`src/rtl/mul4_seq_ctrl_pkg.sv`:
```
// ============================================================================
// Module      : mul4_seq_ctrl_pkg
// Description : Shared widths, FSM state type and step helpers for mul4_seq_ctrl.
// Revision    : 1.0 - initial release
// ============================================================================
`default_nettype none

package mul4_seq_ctrl_pkg;

    localparam int OP_W   = 4;
    localparam int PROD_W = 8;
    localparam int ST_W   = 3;

    typedef enum logic [ST_W-1:0] {
        S_IDLE = 3'd0,
        S_PP0  = 3'd1,
        S_PP1  = 3'd2,
        S_PP2  = 3'd3,
        S_PP3  = 3'd4,
        S_DONE = 3'd5
    } state_t;

    // Left shift 2*(i+j) applied to the partial product of each step.
    function automatic logic [2:0] pp_shift(input state_t s);
        case (s)
            S_PP1, S_PP2: pp_shift = 3'd2;
            S_PP3:        pp_shift = 3'd4;
            default:      pp_shift = 3'd0;
        endcase
    endfunction

endpackage

`default_nettype wire

```
`src/rtl/mul4_seq_ctrl_pp2x2.sv`:
```
// ============================================================================
// Module      : pp2x2
// Description : Combinational 2x2 -> 4-bit multiplier from AND gates and half adders.
// Revision    : 1.0 - initial release
// ============================================================================
`default_nettype none

module pp2x2 (
    input  logic [1:0] i_x,
    input  logic [1:0] i_y,
    output logic [3:0] o_p
);

    logic w_x0y0;
    logic w_x1y0;
    logic w_x0y1;
    logic w_x1y1;
    logic w_c1;

    assign w_x0y0 = i_x[0] & i_y[0];
    assign w_x1y0 = i_x[1] & i_y[0];
    assign w_x0y1 = i_x[0] & i_y[1];
    assign w_x1y1 = i_x[1] & i_y[1];

    // Two half adders ripple the middle column carry into the top bits.
    assign w_c1   = w_x1y0 & w_x0y1;
    assign o_p[0] = w_x0y0;
    assign o_p[1] = w_x1y0 ^ w_x0y1;
    assign o_p[2] = w_x1y1 ^ w_c1;
    assign o_p[3] = w_x1y1 & w_c1;

endmodule

`default_nettype wire

```
`src/rtl/mul4_seq_ctrl.sv`:
```
// ============================================================================
// Module      : mul4_seq_ctrl
// Description : Handshaked 4x4 multiplier sharing one 2x2 unit over four steps.
// Revision    : 1.0 - initial release
// ============================================================================
`default_nettype none

module mul4_seq_ctrl
    import mul4_seq_ctrl_pkg::*;
#(
    parameter bit EARLY_ZERO = 1'b1
) (
    input  logic              clk,
    input  logic              rst_n,
    input  logic              i_in_valid,
    output logic              o_in_ready,
    input  logic [OP_W-1:0]   i_a,
    input  logic [OP_W-1:0]   i_b,
    output logic              o_out_valid,
    input  logic              i_out_ready,
    output logic [PROD_W-1:0] o_p,
    output logic              o_busy
);

    state_t              r_state;
    logic [OP_W-1:0]     r_a;
    logic [OP_W-1:0]     r_b;
    logic [PROD_W-1:0]   r_acc;
    logic                r_out_valid;
    logic                r_busy;

    logic                w_accept;
    logic                w_zero_op;
    logic [1:0]          w_a_half;
    logic [1:0]          w_b_half;
    logic [3:0]          w_pp;
    logic [PROD_W-1:0]   w_addend;
    logic [PROD_W-1:0]   w_sum;

    assign o_in_ready = (r_state == S_IDLE) || ((r_state == S_DONE) && i_out_ready);
    assign w_accept   = i_in_valid && o_in_ready;
    assign w_zero_op  = (i_a == '0) || (i_b == '0);

    // Step order: PP0=(lo,lo), PP1=(hi,lo), PP2=(lo,hi), PP3=(hi,hi).
    always_comb begin
        w_a_half = r_a[1:0];
        w_b_half = r_b[1:0];
        case (r_state)
            S_PP1: w_a_half = r_a[3:2];
            S_PP2: w_b_half = r_b[3:2];
            S_PP3: begin
                w_a_half = r_a[3:2];
                w_b_half = r_b[3:2];
            end
            default: ;
        endcase
    end

    pp2x2 u_pp2x2 (
        .i_x (w_a_half),
        .i_y (w_b_half),
        .o_p (w_pp)
    );

    assign w_addend = {4'b0000, w_pp} << pp_shift(r_state);
    assign w_sum    = r_acc + w_addend;

    always_ff @(posedge clk or negedge rst_n) begin
        if (!rst_n) begin
            r_state     <= S_IDLE;
            r_a         <= '0;
            r_b         <= '0;
            r_acc       <= '0;
            r_out_valid <= 1'b0;
            r_busy      <= 1'b0;
        end else if (w_accept) begin
            // Accept only occurs in IDLE or in DONE while the old result pops.
            r_a    <= i_a;
            r_b    <= i_b;
            r_acc  <= '0;
            r_busy <= 1'b1;
            if (EARLY_ZERO && w_zero_op) begin
                r_state     <= S_DONE;
                r_out_valid <= 1'b1;
            end else begin
                r_state     <= S_PP0;
                r_out_valid <= 1'b0;
            end
        end else begin
            case (r_state)
                S_PP0: begin
                    r_acc   <= w_sum;
                    r_state <= S_PP1;
                end
                S_PP1: begin
                    r_acc   <= w_sum;
                    r_state <= S_PP2;
                end
                S_PP2: begin
                    r_acc   <= w_sum;
                    r_state <= S_PP3;
                end
                S_PP3: begin
                    r_acc       <= w_sum;
                    r_state     <= S_DONE;
                    r_out_valid <= 1'b1;
                end
                S_DONE: begin
                    if (i_out_ready) begin
                        r_state     <= S_IDLE;
                        r_out_valid <= 1'b0;
                        r_busy      <= 1'b0;
                    end
                end
                S_IDLE: ;
                default: begin
                    r_state     <= S_IDLE;
                    r_out_valid <= 1'b0;
                    r_busy      <= 1'b0;
                end
            endcase
        end
    end

    assign o_out_valid = r_out_valid;
    assign o_p         = r_acc;
    assign o_busy      = r_busy;

endmodule

`default_nettype wire

```
`config.mk`:
```
export PLATFORM = sky130hd
export DESIGN_NAME = mul4_seq_ctrl
export DESIGN_NICKNAME = d
export VERILOG_FILES = /design/src/rtl/mul4_seq_ctrl_pkg.sv /design/src/rtl/mul4_seq_ctrl_pp2x2.sv /design/src/rtl/mul4_seq_ctrl.sv
export SDC_FILE = /design/constraint.sdc
export NUM_CORES = 1
export LEC_CHECK = 0
export ABC_AREA = 1
export CORE_MARGIN = 4
export CORE_UTILIZATION = 35
export CTS_CLUSTER_SIZE = 20
export DETAILED_ROUTE_END_ITERATION = 6
export MAX_ROUTING_LAYER = met4
export PLACE_DENSITY = 0.62
export REMOVE_ABC_BUFFERS = 1
export SLEW_MARGIN = 20
export SYNTH_ARGS = -nofsm -noshare
export SYNTH_HDL_FRONTEND = slang
export SYNTH_SLANG_ARGS = --single-unit
```
`constraint.sdc`:
```
create_clock -name clk -period 4.9 [get_ports clk]
set_clock_uncertainty 0.15 [all_clocks]
set_input_delay 0.735 -clock clk [delete_from_list [all_inputs] [get_ports clk]]
set_output_delay 0.735 -clock clk [all_outputs]
set_load 0.01 [all_outputs]
```
==> results.toml, run 1 <==
[floorplanning]
row_count = 23
die_w_microns = 72.6
dieArea_sq_mm = 0.00527
coreArea_sq_mm = 0.00403
floorplan.initialDensity = 0.362
io_pins = 23
die-height_microns = 72.6

[worst_setup_path]
reg2reg_to = "o_p[7]"
ff2ff_path_depth = 16
path_class = "flop to flop"
crit_slowest_cell = "dfrtp_1"
critPathTopFamily = "compound AO/OA/AOI/OAI gates"
critPathBufInv = 1
crit_path_end_kind = "flop"
cp_data_arrival_time_ns = 3.37
crit_required_ns = 4.91
worstPathMaxFanout = 6
slowest_delay_ns = 0.44
r2r_start = "r_state[0]"
crit_path_start_kind = "flop"
crit_path_frequent_cell = "nand2_1"
cp-startpoint = "r_state[0]"
r2r_setup_slack_ns = 1.53
worstPathCellList = "o21ai_0, nand2_1, o21ai_0, a21oi_1, ha_1, ha_1, nand2_1, a21oi_1, ha_1, or2_2, nand3_1, nand2_1, inv_1, nand2_1, nand3_1, nand2_1"

[global_routing]
top_usage_layer = "met2"
grt_pass1_vias = 1182
grt_use_total = 0.129
grt_max_degree = 22
met3_usage = 0.0207
grt_util_met1 = 0.164
grt_antenna_before_repair = 0
grt_overflow_total = 0
grt_pass1_wl_mm = 5.20
grtUsageMet2 = 0.211

[power]
ir_drop_mv = 0.200
seqPwrFrac = 0.278
power_frac_clock = 0.101
cellPowerDensity_mw_per_mm2 = 649
combPwrFrac = 0.621
internal_power_uw = 610
switching_share = 0.470
p_leak_nw = 0.961
p_switching_uw = 540

[clock_tree]
clock_path_buffers = 2
cts_root_buffer = "clkbuf_8"
htreeDepth = 1
cts_tree = "built"
insertion_delay_ns = 0.26
clk_pin_slew_ns = 0.08
cts.sinks = 21
cts.repair.resized = 0
cts_buffers = 3
post-cts-setup-buffers = 0
ctsHoldBuffers = 0

[synth]
ys_seq_area_frac = 0.360
synth_warnings = 0
yosysTopAreaCell = "dfrtp_1"
synth.area.top_cells = "dfrtp_1 36%, nand2_1 19%, inv_1 8.0%, ha_1 7.7%, nand3_1 5.1%"
synth_xor_area_frac = 0.0180
synth-seq-cells = 21
synth.distinct_cells = 25
syn_inst = 200
synth_top_family_by_area = "simple AND/OR/NAND/NOR gates"
synthMuxAreaShare = 0.00686
syn_area_sq_mm = 0.00146
synth_fa_ha_area_frac = 0.0908
synth_top_area_frac = 0.360
synth-compound-area-share = 0.124
yosys.area_share.simple = 0.310
synth.avg_cell_area_sq_um = 7.30

[timing]
relSlewSlack = 0.682
drv_slew = 0
tightest_slew_ns = 0.472
rsz0062_at_grt = "no"
finalSetupViolations = 0
fin_crit_ns = 3.37
post-route-period-util = 0.687
fmax_mhz = 297
finalSetupTns_ns = 0
final_hold_viol_count = 0

[layout]
synthToLayoutAreaGrowth_pct = 21.3
fin_area_sq_mm = 0.00177
n_fill_cell = 432
drive_above_1_share = 0.0800
diodes = 0
post-route-util = 0.440
nets = 248

[placement]
globalplace.congestion = 0.879
post-dp-hpwl_mm = 2.40
portBuffers = 22
post_dp_cell_area_sq_mm = 0.00173

[run]
max_cap_violations = 0

[route]
drc = 0
wire_per_inst_microns = 11.2
drt-pass1-iter-count = 5
drtAntennaViolNets = 0
routed_wl_mm = 3.07
drtIter0Drc = 61
num_vias = 1289
vias_per_cell = 4.69

[run_status]
status = "finished, final reports clean"

[min_path]
hp-class = "primary input to asynchronous set/reset pin"
cell usage after synthesis:
cell and number:
nand2_1 72, inv_1 31, dfrtp_1 21, nand3_1 15, nor2_1 11, ha_1 9, o21ai_0 8, o21ai_2 7
a21oi_1 5, nand4_1 5, xnor2_1 2, a211oi_1 1, a21oi_2 1, a21oi_4 1, buf_6 1, fa_1 1
inv_2 1, mux2i_1 1, nand2_4 1, nand3_2 1, nand3b_1 1, o21ai_4 1, o22ai_1 1, or2_2 1
xor2_1 1
stage by stage:
stage,hold WS (ns),power (mW),worst slack (ns),instances
4_1_cts,0.332,1.16,1.50,275
6_report,0.265,1.15,1.53,275
3_5_place_dp,0.314,1.04,1.52,271
5_1_grt,0.325,1.27,1.21,275
3_3_place_gp,0.310,1.04,1.54,271
2_1_floorplan,0.289,0.823,1.97,199
how the worst max path moves through the flow:
stage | end | slack, ns | cells past startpoint
final | o_p[7] | 1.53 | 16
after global routing | o_p[7] | 1.21 | 16
after CTS | o_p[7] | 1.50 | 16
after detailed placement | o_p[7] | 1.52 | 16
after global placement | o_p[7] | 1.54 | 16
after floorplan | o_p[7] | 1.97 | 16
cell type report:
| type | count | area, sq um | area share |
|---|---|---|---|
| Clock buffer | 4 | 45.0 | 0.0254 |
| Multi-Input combinational cell | 146 | 803 | 0.453 |
| Sequential cell | 21 | 526 | 0.297 |
| Inverter | 32 | 120 | 0.0678 |
| Tap cell | 50 | 62.6 | 0.0353 |
| Timing Repair Buffer | 22 | 215 | 0.121 |
cell usage in the layout (no fill, tap or decap):
cell type and n:
nand2_1 72, inv_1 31, clkdlybuf4s50_1 21, dfrtp_1 21
nand3_1 15, nor2_1 11, ha_1 9, o21ai_0 8
o21ai_2 7, a21oi_1 5, nand4_1 5, clkbuf_8 3
xnor2_1 2, mux2i_1 1, a211oi_1 1, o22ai_1 1
nand3_2 1, o21ai_4 1, nand2_4 1, a21oi_2 1
inv_2 1, a21oi_4 1, or2_2 1, nand3b_1 1
xor2_1 1, fa_1 1, clkbuf_1 1, buf_2 1
state kept, by name, indices dropped and copies added, names as in the netlist:
register     cells
o_busy           1
o_out_valid      1
o_p              8
r_a              4
r_b              4
r_state          3
power groups by stage:
stage / clock network, mW / registers [mW] / logic [mW]
after floorplan: 0 / 0.326 / 0.497
after global placement: 0 / 0.322 / 0.716
after detailed placement: 0 / 0.322 / 0.718
after CTS: 0.123 / 0.320 / 0.721
after global routing: 0.128 / 0.331 / 0.814
final: 0.117 / 0.319 / 0.714
worst reg2reg max path: cells and delay by family (launching register included):
family	cells	cell delay [ns]
flip-flops	1	0.44
adder cells (fa/ha/maj)	3	0.78
AO/OA/AOI/OAI	4	0.95
buffers and inverters	1	0.05
AND/OR/NAND/NOR	8	0.88
routing by layer:
layer / part of all wire / up-vias
li1: - / 687
met1: 0.48 / 576
met2: 0.47 / 21
met3: 0.034 / 5
met4: 0.014 / 0
met5: 0 / -
logic make-up after synthesis:
family	Yosys count
buffers and inverters	33
adder cells (fa/ha/maj)	10
AND/OR/NAND/NOR	107
multiplexers	1
flip-flops	21
AO/OA/AOI/OAI	25
XOR/XNOR	3
Power figures use the tool's default switching activity.
==> run 2: changes to the inputs <==
PLACE_DENSITY = 0.64   (was 0.62)
clock period = 2.7 ns   (was 4.9 ns; I/O delays follow)
==> run 2 against run 1 <==
The run now ends with negative setup slack left. Critical path depth increased by 1. Combinational power rose to 2.9 times the previous value. First-iteration DRC count shrank 39%. Final cell count rose by 12%. Final area up 25%. Routed wire length increased by 27%. Clock-buffer cell count is 1 lower.
==> results.toml, run 2 (synthesis gave the netlist of run 1 again) <==
[run_status]
status = "finished with violations"
violations = "negative setup slack"

[route]
wire_per_inst_microns = 12.6
drtIter0Drc = 37
drt-pass1-iter-count = 4
vias_per_cell = 4.74
num_vias = 1466
drtAntennaViolNets = 0
drc = 0
routed_wl_mm = 3.90

[layout]
nets = 282
synthToLayoutAreaGrowth_pct = 52.3
final-seq-area_sq_um = 528
multi_input_area_sq_um = 985
final_common_cell = "nand2_1"
layout_common_cells = "58 x nand2_1, 31 x buf_4, 28 x inv_1"
drive_above_1_share = 0.355
diodes = 0
largest_register_ffs = 8
n_fill_cell = 377

[clock_tree]
ctsHoldBuffers = 0
clk_pin_slew_ns = 0.09
cts_tree = "built"
cts_root_buffer = "clkbuf_8"
cts_buffers = 3
insertion_delay_ns = 0.27
htreeDepth = 1
cts.sinks = 21
clock_path_buffers = 2

[power]
p_leak_nw = 1.16
finalPower_mw = 2.88
cellPowerDensity_mw_per_mm2 = 1290
ir_drop_mv = 0.503

[worst_setup_path]
path_class = "flop to flop"
crit_path_end_kind = "flop"
crit_required_ns = 2.72
worstPathMaxFanout = 4
cp_data_arrival_time_ns = 2.87
crit_path_start_kind = "flop"
ff2ff_path_depth = 17

[global_routing]
grt_max_degree = 22
grt_use_total = 0.151
grt_pass1_wl_mm = 6.11
grt_overflow_total = 0
grt_antenna_before_repair = 0
grt_pass1_vias = 1395

[run]
max_cap_violations = 0

[floorplanning]
row_count = 23
floorplan.initialDensity = 0.362
die-height_microns = 72.6
coreArea_sq_mm = 0.00403
die_w_microns = 72.6
io_pins = 23
dieArea_sq_mm = 0.00527

[timing]
finalSetupTns_ns = -0.541
final_hold_viol_count = 0
drv_slew = 0
relSlewSlack = 0.806
tightest_slew_ns = 0.290
fmax_mhz = 351
fin_crit_ns = 2.84
post-route-period-util = 1.05
setup_ws_ns = -0.145
finalSetupViolations = 5
rsz0062_at_grt = "yes"

[placement]
globalplace.congestion = 0.881
post-dp-hpwl_mm = 2.59
portBuffers = 22

[min_path]
hp-class = "primary input to asynchronous set/reset pin"
run 2: cell types whose count changed in the layout (fill, tap and decap cells not counted), moves of 4 or more:
cell	delta
nand2_2	+8
nand3_2	+5
nor2_1	-4
o21ai_0	-5
nand2_4	+6
nand3_1	-5
nand2_1	-14
buf_4	+31
run 2: timing repair:
action	in CTS	in global routing
resized for setup	21	39
pin swaps	13	20
endpoints found under the setup margin	6	7
setup buffers	10	4
run 2: report_power, final:
group          switching, mW  internal [mW]
clock                  0.119          0.103
sequential             0.145          0.468
combinational           1.03           1.01
total                   1.30           1.58
run 2: path summary, 6_finish.rpt:
path	slack (ns)	from	endpoint
worst max-delay path	-0.14	r_state[1]	o_p[7]
worst min-delay path	0.32	rst_n	o_p[7]
worst max register to register	-0.14	r_state[1]	o_p[7]
worst min register to register	0.33	o_out_valid	o_out_valid
max in group asynchronous	1.85	rst_n	r_state[0]
min in group clk	0.33	o_out_valid	o_out_valid
run 2: per-layer routing:
| layer | track usage | part of all wire | vias up | routed length [microns] |
|---|---|---|---|---|
| met5 | - | 0 | - | 0 |
| met4 | 0.0369 | 0.011 | 0 | 41 |
| met3 | 0.0275 | 0.033 | 4 | 127 |
| met2 | 0.265 | 0.53 | 22 | 2070 |
| met1 | 0.180 | 0.43 | 688 | 1660 |
| li1 | - | - | 752 | - |
run 2: stage by stage:
stage	setup WS (ns)	instance area, sq um	util	instances	hold WS [ns]
6_report	-0.145	2220	0.552	309	0.318
5_1_grt	-0.276	2220	0.552	309	0.361
4_1_cts	-0.0930	2070	0.514	305	0.336
3_5_place_dp	-0.276	1880	0.467	291	0.315
3_3_place_gp	-0.250	1880	0.467	291	0.313
2_1_floorplan	-0.234	1450	-	199	-0.0406
run 2: layout make-up:
type | count | area share
Sequential cell | 21 | 0.237
Multi-Input combinational cell | 146 | 0.443
Tap cell | 50 | 0.0281
Timing Repair Buffer | 56 | 0.217
Inverter | 32 | 0.0540
Clock buffer | 3 | 0.0186
Clock inverter | 1 | 0.00225
run 2: worst max-delay path, stage by stage, from the launching register on:
cell     delay, ns
dfrtp_2       0.47
nor2_4        0.14
nand2_2       0.09
nand2_4       0.09
mux2i_4       0.25
nor2_2        0.05
ha_2          0.19
ha_4          0.28
nand2_4       0.05
a21oi_2       0.13
ha_1          0.26
or2_4         0.26
nand3_2       0.07
nand2_2       0.06
inv_1         0.05
nand2_1       0.05
nand3_1       0.06
nand2_1       0.05
==> RTL edit (settings of run 1) <==
Encoding of `state_t`: now Gray code (3 bits for 6 states).
--- a/src/rtl/mul4_seq_ctrl_pkg.sv
+++ b/src/rtl/mul4_seq_ctrl_pkg.sv
@@ -13,9 +13,9 @@
 
-    typedef enum logic [ST_W-1:0] {
-        S_IDLE = 3'd0,
-        S_PP0  = 3'd1,
-        S_PP1  = 3'd2,
-        S_PP2  = 3'd3,
-        S_PP3  = 3'd4,
-        S_DONE = 3'd5
+    typedef enum logic [2:0] {
+        S_IDLE = 3'b000,
+        S_PP0  = 3'b001,
+        S_PP1  = 3'b011,
+        S_PP2  = 3'b010,
+        S_PP3  = 3'b110,
+        S_DONE = 3'b111
     } state_t;
Formal check against the unedited RTL: no difference found for any inputs over 10 cycles, from zero or initial values and one cycle with rst_n low; not proved beyond that.
==> RTL edit against run 1 <==
- highest routed layer unchanged
- largest power group unchanged
- design area rose by 0.99%
- largest cell class unchanged
- critical endpoint unchanged
- critical path type unchanged
- sequential cell count unchanged
- power up 1.4%
- synthesized area is 1.2% higher
- core utilization grew 0.43 points
- setup slack better by 0.25 ns
- routed wire length is 3.1% higher
- first-iteration DRC count rose by 8.2%
- critical path depth grew 3
==> RTL edit: results (changes against run 1) <==
\begin{tabular}{lr}
\hline
Metric & Value \\
\hline
\multicolumn{2}{l}{\textbf{Status}} \\
Run status & completed \\
\multicolumn{2}{l}{\textbf{Logic synthesis}} \\
Synth Area in XOR/XNOR & 1.185\% (-0.61 points) \\
Leading post-synthesis cells by instance count & sky130\_fd\_sc\_hd\_\_nand2\_1 (63), sky130\_fd\_sc\_hd\_\_inv\_1 (31), sky130\_fd\_sc\_hd\_\_dfrtp\_1 (21) \\
Multiplexer area fraction after synthesis & 0.6774\% (-0.0081 points) \\
Post-Synth Adder-Cell Area & 8.975\% (-0.11 points) \\
Proportion of synthesized chip area in sequential cells & 35.56\% (-0.43 points) \\
Compound-cell area share of the yosys netlist & 11.60\% (-0.82 points) \\
\multicolumn{2}{l}{\textbf{Routing}} \\
DRC violation total after the first TritonRoute iteration & 66 (+8.2\%) \\
Final routed wirelength across all metal layers & 3163 µm (+3.1\%) \\
Detailed-router iteration count before antenna repair & 4 (-1) \\
\multicolumn{2}{l}{\textbf{Setup path}} \\
Largest driver fanout on the critical path & 8 (+2) \\
Setup slack of the most critical reg-to-reg path & 1.78 ns (+0.25 ns) \\
Cell count of the worst reg-to-reg path & 19 (+3) \\
CP max stage delay & 0.42 ns (-0.02 ns) \\
Arrival time of the worst setup path & 3.13 ns (-0.24 ns) \\
Worst path top cell family by delay & simple AND/OR/NAND/NOR gates \\
\multicolumn{2}{l}{\textbf{Clocking}} \\
CTS root buffer & sky130\_fd\_sc\_hd\_\_clkbuf\_8 \\
TritonCTS buffer count & 3 (unchanged) \\
\multicolumn{2}{l}{\textbf{Power and ir drop}} \\
Peak supply drop & 0.2318 mV (+16\%) \\
Switching pwr & 0.0005497 W (+1.8\%) \\
Leak Pwr & 0.9746 nW (+1.5\%) \\
\multicolumn{2}{l}{\textbf{Cells and area}} \\
Fillers & 425 (-1.6\%) \\
Final \#Nets & 248 (unchanged) \\
Fraction of final layout cells with drive strength greater than 1 & 11.56\% (+3.6 points) \\
\multicolumn{2}{l}{\textbf{STA}} \\
Slew margin rel. & 66.09\% (-2.1 points) \\
\multicolumn{2}{l}{\textbf{GRT}} \\
Wire length of the first global-routing pass & 5451 µm (+4.9\%) \\
Via count of the first global-routing pass & 1205 (+1.9\%) \\
Overall Global Routing Usage & 13.39\% (+0.51 points) \\
\multicolumn{2}{l}{\textbf{Placement}} \\
RePlAce Congestion & 0.8463 (-3.7\%) \\
\hline
\end{tabular}
RTL edit: power by group through the flow:
stage,clock network (W),registers (W),logic (W)
floorplan,0,0.000330,0.000513
global placement,0,0.000326,0.000726
detailed placement,0,0.000326,0.000731
CTS,0.000123,0.000325,0.000735
global route,0.000131,0.000334,0.000826
finish,0.000116,0.000324,0.000726
RTL edit: how the worst min path moves through the flow:
stage                start     end  slack [ns]  cells after the start
floorplan            rst_n  o_busy        0.29                      0
finish               rst_n  o_p[2]        0.28                      1
global placement    r_b[0]  r_b[0]        0.32                      2
detailed placement  r_b[3]  r_b[3]        0.32                      2
CTS                 r_b[3]  r_b[3]        0.34                      2
global route         rst_n  o_p[2]        0.32                      1
RTL edit: layout make-up:
class	count	area (µm²)	share of cell area, %
multi-input combinational	146	820.8	45.87
inverter	32	120.1	6.713
clock buffer	4	45.04	2.517
sequential	21	525.5	29.37
tap	50	62.56	3.496
timing repair buffer	22	215.2	12.03
RTL edit: per-layer routing:
| layer | vias to the layer above | share of wire (%) | global-route usage [%] |
|---|---|---|---|
| met2 | 26 | 48 | 21.74 |
| met1 | 572 | 48 | 17.26 |
| met5 | - | 0 | - |
| met3 | 2 | 4.3 | 2.479 |
| met4 | 0 | 0.44 | 3.279 |
| li1 | 689 | - | - |
RTL edit: stage by stage:
| stage | power [W] | std cells | utilization, % | setup WS, ns | area [µm²] |
|---|---|---|---|---|---|
| after floorplan | 0.0008437 | 199 | - | 2.102 | 1466 |
| after global placement | 0.001051 | 271 | 43.42 | 1.919 | 1749 |
| after detailed placement | 0.001057 | 271 | 43.42 | 1.823 | 1749 |
| after CTS | 0.001182 | 275 | 44.53 | 1.797 | 1794 |
| after global routing | 0.001290 | 275 | 44.41 | 1.525 | 1789 |
| final | 0.001165 | 275 | 44.41 | 1.782 | 1789 |
RTL edit: cells by family after synthesis:
logic type / after synthesis
adder cells (fa/ha/maj): 10
AO/OA/AOI/OAI: 25
AND/OR/NAND/NOR: 108
flip-flops: 21
XOR/XNOR: 2
buffers and inverters: 33
multiplexers: 1
